### config.mk
export PLATFORM = sky130hd
export DESIGN_NAME = ar_request_fifo_v2_flat
export DESIGN_NICKNAME = d
export VERILOG_FILES = /design/src/rtl/ar_request_fifo_v2_if.sv /design/src/rtl/ar_request_fifo_v2.sv /design/src/flat_wrapper.sv
export SDC_FILE = /design/constraint.sdc
export NUM_CORES = 1
export LEC_CHECK = 0
export ABC_CLOCK_PERIOD_IN_PS = 7500
export BUFFER_PORTS_ARGS = -buffer_cell sky130_fd_sc_hd__buf_4
export CAP_MARGIN = 20
export CORE_AREA = 2 2 186 188
export CTS_BUF_LIST = sky130_fd_sc_hd__clkbuf_16
export CTS_CLUSTER_DIAMETER = 40
export DETAILED_ROUTE_END_ITERATION = 16
export DIE_AREA = 0 0 188 190
export PLACE_DENSITY = 0.75
export SETUP_SLACK_MARGIN = 0.4
export SYNTH_ARGS = -nofsm -noshare
export SYNTH_HDL_FRONTEND = slang
export SYNTH_SLANG_ARGS = --single-unit
export TNS_END_PERCENT = 30
### constraint.sdc
create_clock -name clk -period 7.5 [get_ports clk]
set_input_delay 1.125 -clock clk [delete_from_list [all_inputs] [get_ports clk]]
set_output_delay 1.125 -clock clk [all_outputs]
set_load 0.02 [all_outputs]
### src/rtl/ar_request_fifo_v2_if.sv
// AR channel bundle: valid/ready handshake plus id/addr/len/size/burst/qos payload.
// valid/ready: a beat transfers on a clock edge where valid and ready are both 1; payload is held while valid & ~ready.
interface ar_if #(
    parameter int ID_WIDTH    = 8,
    parameter int ADDR_WIDTH  = 32,
    parameter int LEN_WIDTH   = 8,
    parameter int SIZE_WIDTH  = 3,
    parameter int BURST_WIDTH = 2,
    parameter int QOS_WIDTH   = 4
);
    logic                   valid;
    logic                   ready;
    logic [ID_WIDTH-1:0]    id;
    logic [ADDR_WIDTH-1:0]  addr;
    logic [LEN_WIDTH-1:0]   len;
    logic [SIZE_WIDTH-1:0]  size;
    logic [BURST_WIDTH-1:0] burst;
    logic [QOS_WIDTH-1:0]   qos;

    modport receiver (input valid, id, addr, len, size, burst, qos, output ready);
    modport sender   (output valid, id, addr, len, size, burst, qos, input ready);
endinterface

### src/rtl/ar_request_fifo_v2.sv
// In-order AR request FIFO, any DEPTH >= 2, with occupancy/almost_full/high-water-mark outputs.
// Define AR_FIFO_BYPASS_EN to let an empty queue forward ar_in straight to ar_out in the same cycle.
module ar_request_fifo_v2 #(
    parameter int ID_WIDTH    = 8,
    parameter int ADDR_WIDTH  = 32,
    parameter int LEN_WIDTH   = 8,
    parameter int SIZE_WIDTH  = 3,
    parameter int BURST_WIDTH = 2,
    parameter int QOS_WIDTH   = 4,
    parameter int DEPTH       = 8,
    parameter int AF_THRESH   = 6,
    localparam int PTR_W      = (DEPTH > 2) ? $clog2(DEPTH) : 1,
    localparam int CNT_W      = $clog2(DEPTH + 1)
) (
    input  logic             clk,
    input  logic             rst_n,
    ar_if.receiver           ar_in,
    ar_if.sender             ar_out,
    input  logic             flush,
    output logic [CNT_W-1:0] level,
    output logic             almost_full,
    output logic [CNT_W-1:0] hwm
);
    localparam int PW = ID_WIDTH + ADDR_WIDTH + LEN_WIDTH + SIZE_WIDTH + BURST_WIDTH + QOS_WIDTH;

    logic [PW-1:0]    mem [DEPTH];
    logic [PTR_W-1:0] wr_ptr, rd_ptr;
    logic [CNT_W-1:0] count, count_next, hwm_next;
    logic [PW-1:0]    in_payload, out_payload;
    logic             count_zero, count_full, in_ready, out_valid;
    logic             bypass, push, pop, wr_en, rd_en;

    assign in_payload = {ar_in.id, ar_in.addr, ar_in.len, ar_in.size, ar_in.burst, ar_in.qos};
    assign count_zero = (count == '0);
    assign count_full = (count == CNT_W'(DEPTH));
    assign in_ready   = ~count_full & ~flush;

`ifdef AR_FIFO_BYPASS_EN
    // Empty queue: ar_out mirrors ar_in combinationally.
    assign bypass      = count_zero & ~flush;
    assign out_valid   = (bypass & ar_in.valid) | (~count_zero & ~flush);
    assign out_payload = bypass ? in_payload : mem[rd_ptr];
`else
    assign bypass      = 1'b0;
    assign out_valid   = ~count_zero & ~flush;
    assign out_payload = mem[rd_ptr];
`endif

    assign ar_in.ready  = in_ready;
    assign ar_out.valid = out_valid;
    assign {ar_out.id, ar_out.addr, ar_out.len, ar_out.size, ar_out.burst, ar_out.qos} = out_payload;

    assign push  = ar_in.valid & in_ready;
    assign pop   = out_valid & ar_out.ready;
    // A bypassed transfer never touches storage.
    assign wr_en = push & ~(bypass & pop);
    assign rd_en = pop & ~bypass;

    always_comb begin
        count_next = count;
        if (flush) begin
            count_next = '0;
        end else begin
            case ({wr_en, rd_en})
                2'b10:   count_next = count + CNT_W'(1);
                2'b01:   count_next = count - CNT_W'(1);
                default: count_next = count;
            endcase
        end
        hwm_next = (count_next > hwm) ? count_next : hwm;
    end

    always_ff @(posedge clk or negedge rst_n) begin
        if (!rst_n) begin
            wr_ptr <= '0;
            rd_ptr <= '0;
            count  <= '0;
            hwm    <= '0;
        end else begin
            count <= count_next;
            hwm   <= hwm_next;
            if (flush) begin
                wr_ptr <= '0;
                rd_ptr <= '0;
            end else begin
                if (wr_en) wr_ptr <= (wr_ptr == PTR_W'(DEPTH - 1)) ? '0 : wr_ptr + PTR_W'(1);
                if (rd_en) rd_ptr <= (rd_ptr == PTR_W'(DEPTH - 1)) ? '0 : rd_ptr + PTR_W'(1);
            end
        end
    end

    always_ff @(posedge clk) begin
        if (wr_en) mem[wr_ptr] <= in_payload;
    end

    assign level       = count;
    assign almost_full = (count >= CNT_W'(AF_THRESH));
endmodule

### src/flat_wrapper.sv
// flat-port wrapper written by rule: the top's interface ports become plain ports
module ar_request_fifo_v2_flat 
#(
    parameter int ID_WIDTH    = 8,
    parameter int ADDR_WIDTH  = 32,
    parameter int LEN_WIDTH   = 8,
    parameter int SIZE_WIDTH  = 3,
    parameter int BURST_WIDTH = 2,
    parameter int QOS_WIDTH   = 4,
    parameter int DEPTH       = 8,
    parameter int AF_THRESH   = 6,
    localparam int PTR_W      = (DEPTH > 2) ? $clog2(DEPTH) : 1,
    localparam int CNT_W      = $clog2(DEPTH + 1)
)
  (clk, rst_n, flush, level, almost_full, hwm, ar_in_valid, ar_in_id, ar_in_addr, ar_in_len, ar_in_size, ar_in_burst, ar_in_qos, ar_in_ready, ar_out_valid, ar_out_id, ar_out_addr, ar_out_len, ar_out_size, ar_out_burst, ar_out_qos, ar_out_ready);
  ar_if #(.ID_WIDTH(ID_WIDTH), .ADDR_WIDTH(ADDR_WIDTH), .LEN_WIDTH(LEN_WIDTH), .SIZE_WIDTH(SIZE_WIDTH), .BURST_WIDTH(BURST_WIDTH), .QOS_WIDTH(QOS_WIDTH)) ar_in_i ();
  ar_if #(.ID_WIDTH(ID_WIDTH), .ADDR_WIDTH(ADDR_WIDTH), .LEN_WIDTH(LEN_WIDTH), .SIZE_WIDTH(SIZE_WIDTH), .BURST_WIDTH(BURST_WIDTH), .QOS_WIDTH(QOS_WIDTH)) ar_out_i ();
  input  logic clk;
  input  logic rst_n;
  input  logic flush;
  output logic [CNT_W-1:0] level;
  output logic almost_full;
  output logic [CNT_W-1:0] hwm;
  input wire logic [$bits(ar_in_i.valid)-1:0] ar_in_valid;
  input wire logic [$bits(ar_in_i.id)-1:0] ar_in_id;
  input wire logic [$bits(ar_in_i.addr)-1:0] ar_in_addr;
  input wire logic [$bits(ar_in_i.len)-1:0] ar_in_len;
  input wire logic [$bits(ar_in_i.size)-1:0] ar_in_size;
  input wire logic [$bits(ar_in_i.burst)-1:0] ar_in_burst;
  input wire logic [$bits(ar_in_i.qos)-1:0] ar_in_qos;
  output wire logic [$bits(ar_in_i.ready)-1:0] ar_in_ready;
  output wire logic [$bits(ar_out_i.valid)-1:0] ar_out_valid;
  output wire logic [$bits(ar_out_i.id)-1:0] ar_out_id;
  output wire logic [$bits(ar_out_i.addr)-1:0] ar_out_addr;
  output wire logic [$bits(ar_out_i.len)-1:0] ar_out_len;
  output wire logic [$bits(ar_out_i.size)-1:0] ar_out_size;
  output wire logic [$bits(ar_out_i.burst)-1:0] ar_out_burst;
  output wire logic [$bits(ar_out_i.qos)-1:0] ar_out_qos;
  input wire logic [$bits(ar_out_i.ready)-1:0] ar_out_ready;
  assign ar_in_i.valid = ar_in_valid;
  assign ar_in_i.id = ar_in_id;
  assign ar_in_i.addr = ar_in_addr;
  assign ar_in_i.len = ar_in_len;
  assign ar_in_i.size = ar_in_size;
  assign ar_in_i.burst = ar_in_burst;
  assign ar_in_i.qos = ar_in_qos;
  assign ar_in_ready = ar_in_i.ready;
  assign ar_out_valid = ar_out_i.valid;
  assign ar_out_id = ar_out_i.id;
  assign ar_out_addr = ar_out_i.addr;
  assign ar_out_len = ar_out_i.len;
  assign ar_out_size = ar_out_i.size;
  assign ar_out_burst = ar_out_i.burst;
  assign ar_out_qos = ar_out_i.qos;
  assign ar_out_i.ready = ar_out_ready;
  ar_request_fifo_v2 #(.ID_WIDTH(ID_WIDTH), .ADDR_WIDTH(ADDR_WIDTH), .LEN_WIDTH(LEN_WIDTH), .SIZE_WIDTH(SIZE_WIDTH), .BURST_WIDTH(BURST_WIDTH), .QOS_WIDTH(QOS_WIDTH), .DEPTH(DEPTH), .AF_THRESH(AF_THRESH)) u_core (.clk(clk), .rst_n(rst_n), .ar_in(ar_in_i), .ar_out(ar_out_i), .flush(flush), .level(level), .almost_full(almost_full), .hwm(hwm));
endmodule
==> flow_metrics.tcl, run 1 <==
set metrics [dict create \
    status "finished, final reports clean" \
    slew_violations 0 \
    insertion_delay_ps 550 \
    vdd_ir_drop_max_mv 0.216 \
    synth_top_family_by_area "multiplexers" \
    grtUsageTotal_pct 19.3 \
    syn_nets 842 \
    startpoint_type "flop" \
    cp.arrival_ps 3340 \
    setup_viol_count_final 0 \
    cap_viol_max_count 0 \
    synth_seq_cells 470 \
    power_density_nw_per_um2 304 \
    maxSlewHeadroom_pct 30.8 \
    grt_start_max_net_pins 70 \
    fillCellCount 2303 \
    fin_setup_tns_ps 0 \
    vias_per_cell 5.70 \
    crit_fanout 69 \
    postRouteAntennaNets 0 \
    die_x_um 188 \
    drt_pre_antenna_iters 7 \
    async_reset_ff_share_pct 2.98 \
    fp-row-count 68 \
    die_h_um 190 \
    final_area_um2 21200 \
    vias 8081 \
    ctsHoldBuffers 0 \
    synth_compound_area_share_pct 0.762 \
    worst_setup_path_end_kind "output pin" \
    synth-edff-count 456 \
    tightest_slew_ps 1040 \
    gp_congestion 0.778 \
    rsz0062_at_grt "no" \
    synth_xor_area_share_pct 0.146 \
    pin_count 130 \
    drt-wirelength-per-cell_um 24.1 \
    syn_area_um2 18100 \
    dieArea_um2 35700 \
    portBuffers 129 \
    yosys.area_share.simple_pct 1.55 \
    r2r-end "u_core.hwm[2]" \
    start_util_pct 53.2 \
    leakagePower_nw 6.85 \
    area_growth_pct 17.6 \
    period_needed_ps 4470 \
    synthMuxAreaShare_pct 18.1 \
    synth.distinct_cells 37 \
    diodes 0 \
    synthesis.instances 770 \
    placed_area_um2 19600 \
    skew_ps 15.5 \
    fmax_ghz 0.224 \
    ys.flop_type "edfxtp_1" \
    nets 999 \
    final_cells 1418 \
    ys_seq_area_share_pct 77.8 \
    wirelength_um 34100 \
    post-cts-setup-buffers 0 \
    clk_pin_slew_worst_paths_ps 60 \
    cts_sinks 470 \
    yosysWarnings 0 \
    r2r_start "u_core.level[1]" \
    drtIter0Drc 641 \
    ctsLongestPathBuffers 3 \
    syn_area_per_cell_um2 23.4 \
    cp_data_required_time_ps 6380 \
    period_share_pct 59.5 \
    grt_pass1_wl_um 51200 \
    place_hpwl_um 17100 \
    critical_path_class "flop to output pin" \
    overflow 0 \
    core_um2 33900 \
    yosys.area_share.adder_pct 0.693 \
    cts-root-buf "clkbuf_16" \
    drc 0 \
    cts_made_buffers 50 \
    hold_viol 0 \
    hold_path.class "input pin to async pin" \
    reg2reg_depth 14 \
    antenna_found_initial 0 \
    rrSetupSlack_ps 3810 \
    drive_gt1_share_pct 41.8 \
    grt_pass1_vias 8522 \
    cts_tree "yes" \
    power_mw 6.44 \
    htreeDepth 2 \
    cts_resized 0 \
    dpl.cell_count 1330 \
]
## worst max path at each step
stage	from	endpoint	slack [ps]
2_1_floorplan	flush	u_core.mem[2][0]	-970
3_3_place_gp	flush	u_core.hwm[2]	3470
3_5_place_dp	flush	u_core.hwm[2]	3290
4_1_cts	u_core.rd_ptr[0]	ar_out_addr[30]	2950
5_1_grt	u_core.rd_ptr[0]	ar_out_addr[30]	2800
6_report	u_core.rd_ptr[0]	ar_out_addr[30]	3030
## metal layers
layer	wire length [um]	GRT usage, %
met1	14500	26.2
met2	17600	32.6
met3	1540	3.45
met4	594	5.39
met5	0	0
## power breakdown
group	internal, mW	switching (mW)
registers	2.96	0.0944
clock network	1.42	0.975
logic	0.518	0.477
total	4.90	1.55
## logic make-up after synthesis
group	count (synthesis)
AOI/OAI and AO/OA	19
xor gates and xnor gates	3
muxes	176
and+or+nand+nor	49
buffers and inverters	43
DFF	470
adders and majority gates	10
## cells in the final DEF, fill, tap and decap left out, types with 3 or more instances in the layout
cell,instances
edfxtp_1,456
buf_4,140
mux4_2,114
mux2_2,59
clkbuf_16,53
nand2_1,12
inv_1,11
clkinv_1,11
dfrtp_1,11
ha_1,10
nor2_1,6
a21oi_1,6
clkinv_2,6
o21ai_0,5
nand2b_1,4
nand3_1,4
clkinv_4,4
bufinv_16,4
xor2_1,3
mux2i_1,3
nand3b_1,3
clkinvlp_4,3
## critical path: stages (launching register included)
cell and delay (ps):
dfrtp_4 1030, buf_12 550, mux4_2 580, mux2_2 310, buf_4 170
## cell usage after synthesis, types with 4 or more instances
cell | count | area share, %
ha_1 | 10 | 0.69
nor3b_1 | 4 | 0.17
o21ai_0 | 5 | 0.14
buf_2 | 5 | 0.14
buf_1 | 7 | 0.15
dfrtp_1 | 14 | 1.9
nand2b_1 | 4 | 0.14
inv_1 | 7 | 0.15
nor3_1 | 4 | 0.11
a21oi_1 | 6 | 0.17
nor2_1 | 7 | 0.15
mux2_2 | 59 | 3.7
nand3_1 | 4 | 0.11
nand2_1 | 12 | 0.25
mux4_2 | 114 | 14
edfxtp_1 | 456 | 76
clkbuf_1 | 22 | 0.46
## flip-flops by register name, summed over array words and instances (netlist names)
signal	flops
u_core.mem	456
u_core.hwm	4
u_core.level	4
u_core.rd_ptr	3
u_core.wr_ptr	3
## cell type report
cell class              instances  area, um2  area share [%]
clock inverters                35        298            1.40
multi-input cells             257       3880            18.3
clock buffers                  53       1330            6.25
well taps                     455        569            2.68
inverters                       7       26.3           0.124
repair buffers                141       1070            5.05
flip-flops and latches        470      14100            66.2
## metrics by stage
step / hold WS [ps] / worst slack, ps / utilization (%)
2_1_floorplan: 576 / -971 / -
3_3_place_gp: 520 / 3470 / 57.7
3_5_place_dp: 517 / 3290 / 57.7
4_1_cts: 392 / 2950 / 62.5
5_1_grt: 407 / 2800 / 62.5
6_report: 410 / 3030 / 62.5
No activity file was read; power rests on OpenSTA's default activity.
==> run 2: changes to the inputs <==
--- a/config.mk
+++ b/config.mk
@@ -5,15 +5,15 @@
 export SDC_FILE = /design/constraint.sdc
 export NUM_CORES = 1
 export LEC_CHECK = 0
-export ABC_CLOCK_PERIOD_IN_PS = 7500
+export ABC_CLOCK_PERIOD_IN_PS = 4500
 export BUFFER_PORTS_ARGS = -buffer_cell sky130_fd_sc_hd__buf_4
 export CAP_MARGIN = 20
-export CORE_AREA = 2 2 186 188
+export CORE_AREA = 2 2 177 179
 export CTS_BUF_LIST = sky130_fd_sc_hd__clkbuf_16
 export CTS_CLUSTER_DIAMETER = 40
 export DETAILED_ROUTE_END_ITERATION = 16
-export DIE_AREA = 0 0 188 190
-export PLACE_DENSITY = 0.75
+export DIE_AREA = 0 0 179 181
+export PLACE_DENSITY = 0.79
 export SETUP_SLACK_MARGIN = 0.4
 export SYNTH_ARGS = -nofsm -noshare
 export SYNTH_HDL_FRONTEND = slang
==> constraint.sdc (replaced) <==
create_clock -name clk -period 4.5 [get_ports clk]
set_input_delay 0.675 -clock clk [delete_from_list [all_inputs] [get_ports clk]]
set_output_delay 0.675 -clock clk [all_outputs]
set_load 0.02 [all_outputs]
==> flow_metrics.tcl, run 2 (synthesis results as in run 1) <==
set metrics [dict create \
    gp_congestion 0.749 \
    grtUsageTotal_pct 21.9 \
    diodes 0 \
    wirelength_um 34200 \
    htreeDepth 2 \
    hold_depth 1 \
    hold_viol 0 \
    power_mw 10.8 \
    fmax_ghz 0.271 \
    tightest_slew_ps 1050 \
    pin_count 130 \
    fp-row-count 64 \
    cts_tree "yes" \
    met3_length_um 1980 \
    final_cells 1367 \
    layout_commonest_cell "edfxtp_1" \
    critical_path_class "flop to flop" \
    status "finished, final reports clean" \
    startpoint_type "flop" \
    cts-root-buf "clkbuf_16" \
    antenna_found_initial 0 \
    cp.arrival_ps 4110 \
    place_hpwl_um 17400 \
    portBuffers 129 \
    maxSlewHeadroom_pct 29.7 \
    postRouteAntennaNets 0 \
    cp_slowest_cell "or4b_4" \
    period_share_pct 81.9 \
    crit_path_start "u_core.level[1]" \
    die_x_um 179 \
    reg2reg_depth 14 \
    largest_reg_flops 456 \
    slowest_delay_ps 600 \
    skew_ps 19.8 \
    final_area_um2 21300 \
    r2r_start "u_core.level[1]" \
    vias 8221 \
    cp-endpoint "u_core.hwm[2]" \
    period_needed_ps 3690 \
    drive_gt1_share_pct 42.1 \
    die_h_um 181 \
    crit_fanout 11 \
    r2r-end "u_core.hwm[2]" \
    core_um2 30300 \
    drtIter0Drc 681 \
    clk_pin_slew_worst_paths_ps 60 \
    regMostFlops "u_core.mem" \
    cts_made_buffers 51 \
    cts_sinks 470 \
    drt-wirelength-per-cell_um 25.0 \
    hold_ws_ps 349 \
    wl_met2_um 17500 \
    crit_path_cell_trace "or4b_4, a2111oi_4, xor2_1, ha_1, a21oi_1, nor2b_1, mux2i_1, xor2_1, nor2_2, ha_1, nand2_1, o21ai_0, nand2_1, mux2_2" \
    dieArea_um2 32400 \
    grt_pass1_wl_um 51900 \
    final_util_pct 70.2 \
    cp_data_required_time_ps 4920 \
    vdd_ir_drop_max_mv 0.350 \
    drc 0 \
    top_layer_used "met4" \
    leakagePower_nw 6.91 \
    insertion_delay_ps 550 \
    overflow 0 \
    worst_setup_path_end_kind "flop" \
    ctsLongestPathBuffers 3 \
    area_growth_pct 18.0 \
    drt_pre_antenna_iters 5 \
    dpl.cell_count 1276 \
    slew_violations 0 \
    power_density_nw_per_um2 505 \
    grt_pass1_vias 8618 \
    start_util_pct 59.5 \
    rrSetupSlack_ps 810 \
    cts_resized 0 \
    met1_length_um 14100 \
    grt_start_max_net_pins 63 \
    setup_viol_count_final 0 \
    hold_path.class "input pin to flop" \
    placed_area_um2 19700 \
    nets 1006 \
    layout_common_cells "edfxtp_1 (456), buf_4 (140), mux4_2 (114)" \
    vias_per_cell 6.01 \
    cap_viol_max_count 0 \
    rsz0062_at_grt "no" \
]
-- run 2: metrics by stage --
stage | TNS (ps) | setup WS (ps)
after detailed placement | 0 | 859
after floorplan | -90640 | -796
after global routing | 0 | 606
after CTS | 0 | 739
final | 0 | 815
after global placement | 0 | 956
-- run 2: critical path: cells and delay by family (launching register included) --
kind	cells	cell delay (ps)
adders and majority gates	2	460
and+or+nand+nor	5	1060
DFF	1	500
xor gates and xnor gates	2	400
AOI/OAI and AO/OA	3	690
muxes	2	470
-- run 2: timing repair --
action                    4_1_cts  5_1_grt
hold endpoints to repair       14        0
hold buffers                    1        0
buffers inserted                0        0
-- run 2: how the worst min path moves through the flow --
stage / startpoint / endpoint
6_report: ar_in_id[6] / u_core.mem[7][55]
5_1_grt: ar_in_id[6] / u_core.mem[6][55]
4_1_cts: ar_in_id[6] / u_core.mem[7][55]
3_5_place_dp: u_core.hwm[3] / u_core.hwm[3]
3_3_place_gp: u_core.hwm[3] / u_core.hwm[3]
2_1_floorplan: rst_n / u_core.hwm[0]
-- run 2: layout make-up --
cell class / instances / area, um2
clock buffers: 51 / 1280
clock inverters: 39 / 342
fillers: 1762 / 9050
inverters: 7 / 26.3
multi-input cells: 257 / 3930
flip-flops and latches: 470 / 14100
well taps: 396 / 495
repair buffers: 147 / 1180
-- run 2: power by group --
part / internal (mW) / total (mW) / leakage (nW) / switching [mW]
sequential: 4.94 / 5.10 / 4.30 / 0.157
clock: 2.35 / 3.96 / 0.820 / 1.61
combinational: 0.887 / 1.70 / 1.79 / 0.818
-- run 2: metal layers --
layer / up-vias / GRT usage (%)
met5: - / 0
met3: 47 / 4.02
li1: 3593 / -
met4: 0 / 5.76
met2: 263 / 35.8
met1: 4318 / 31.0
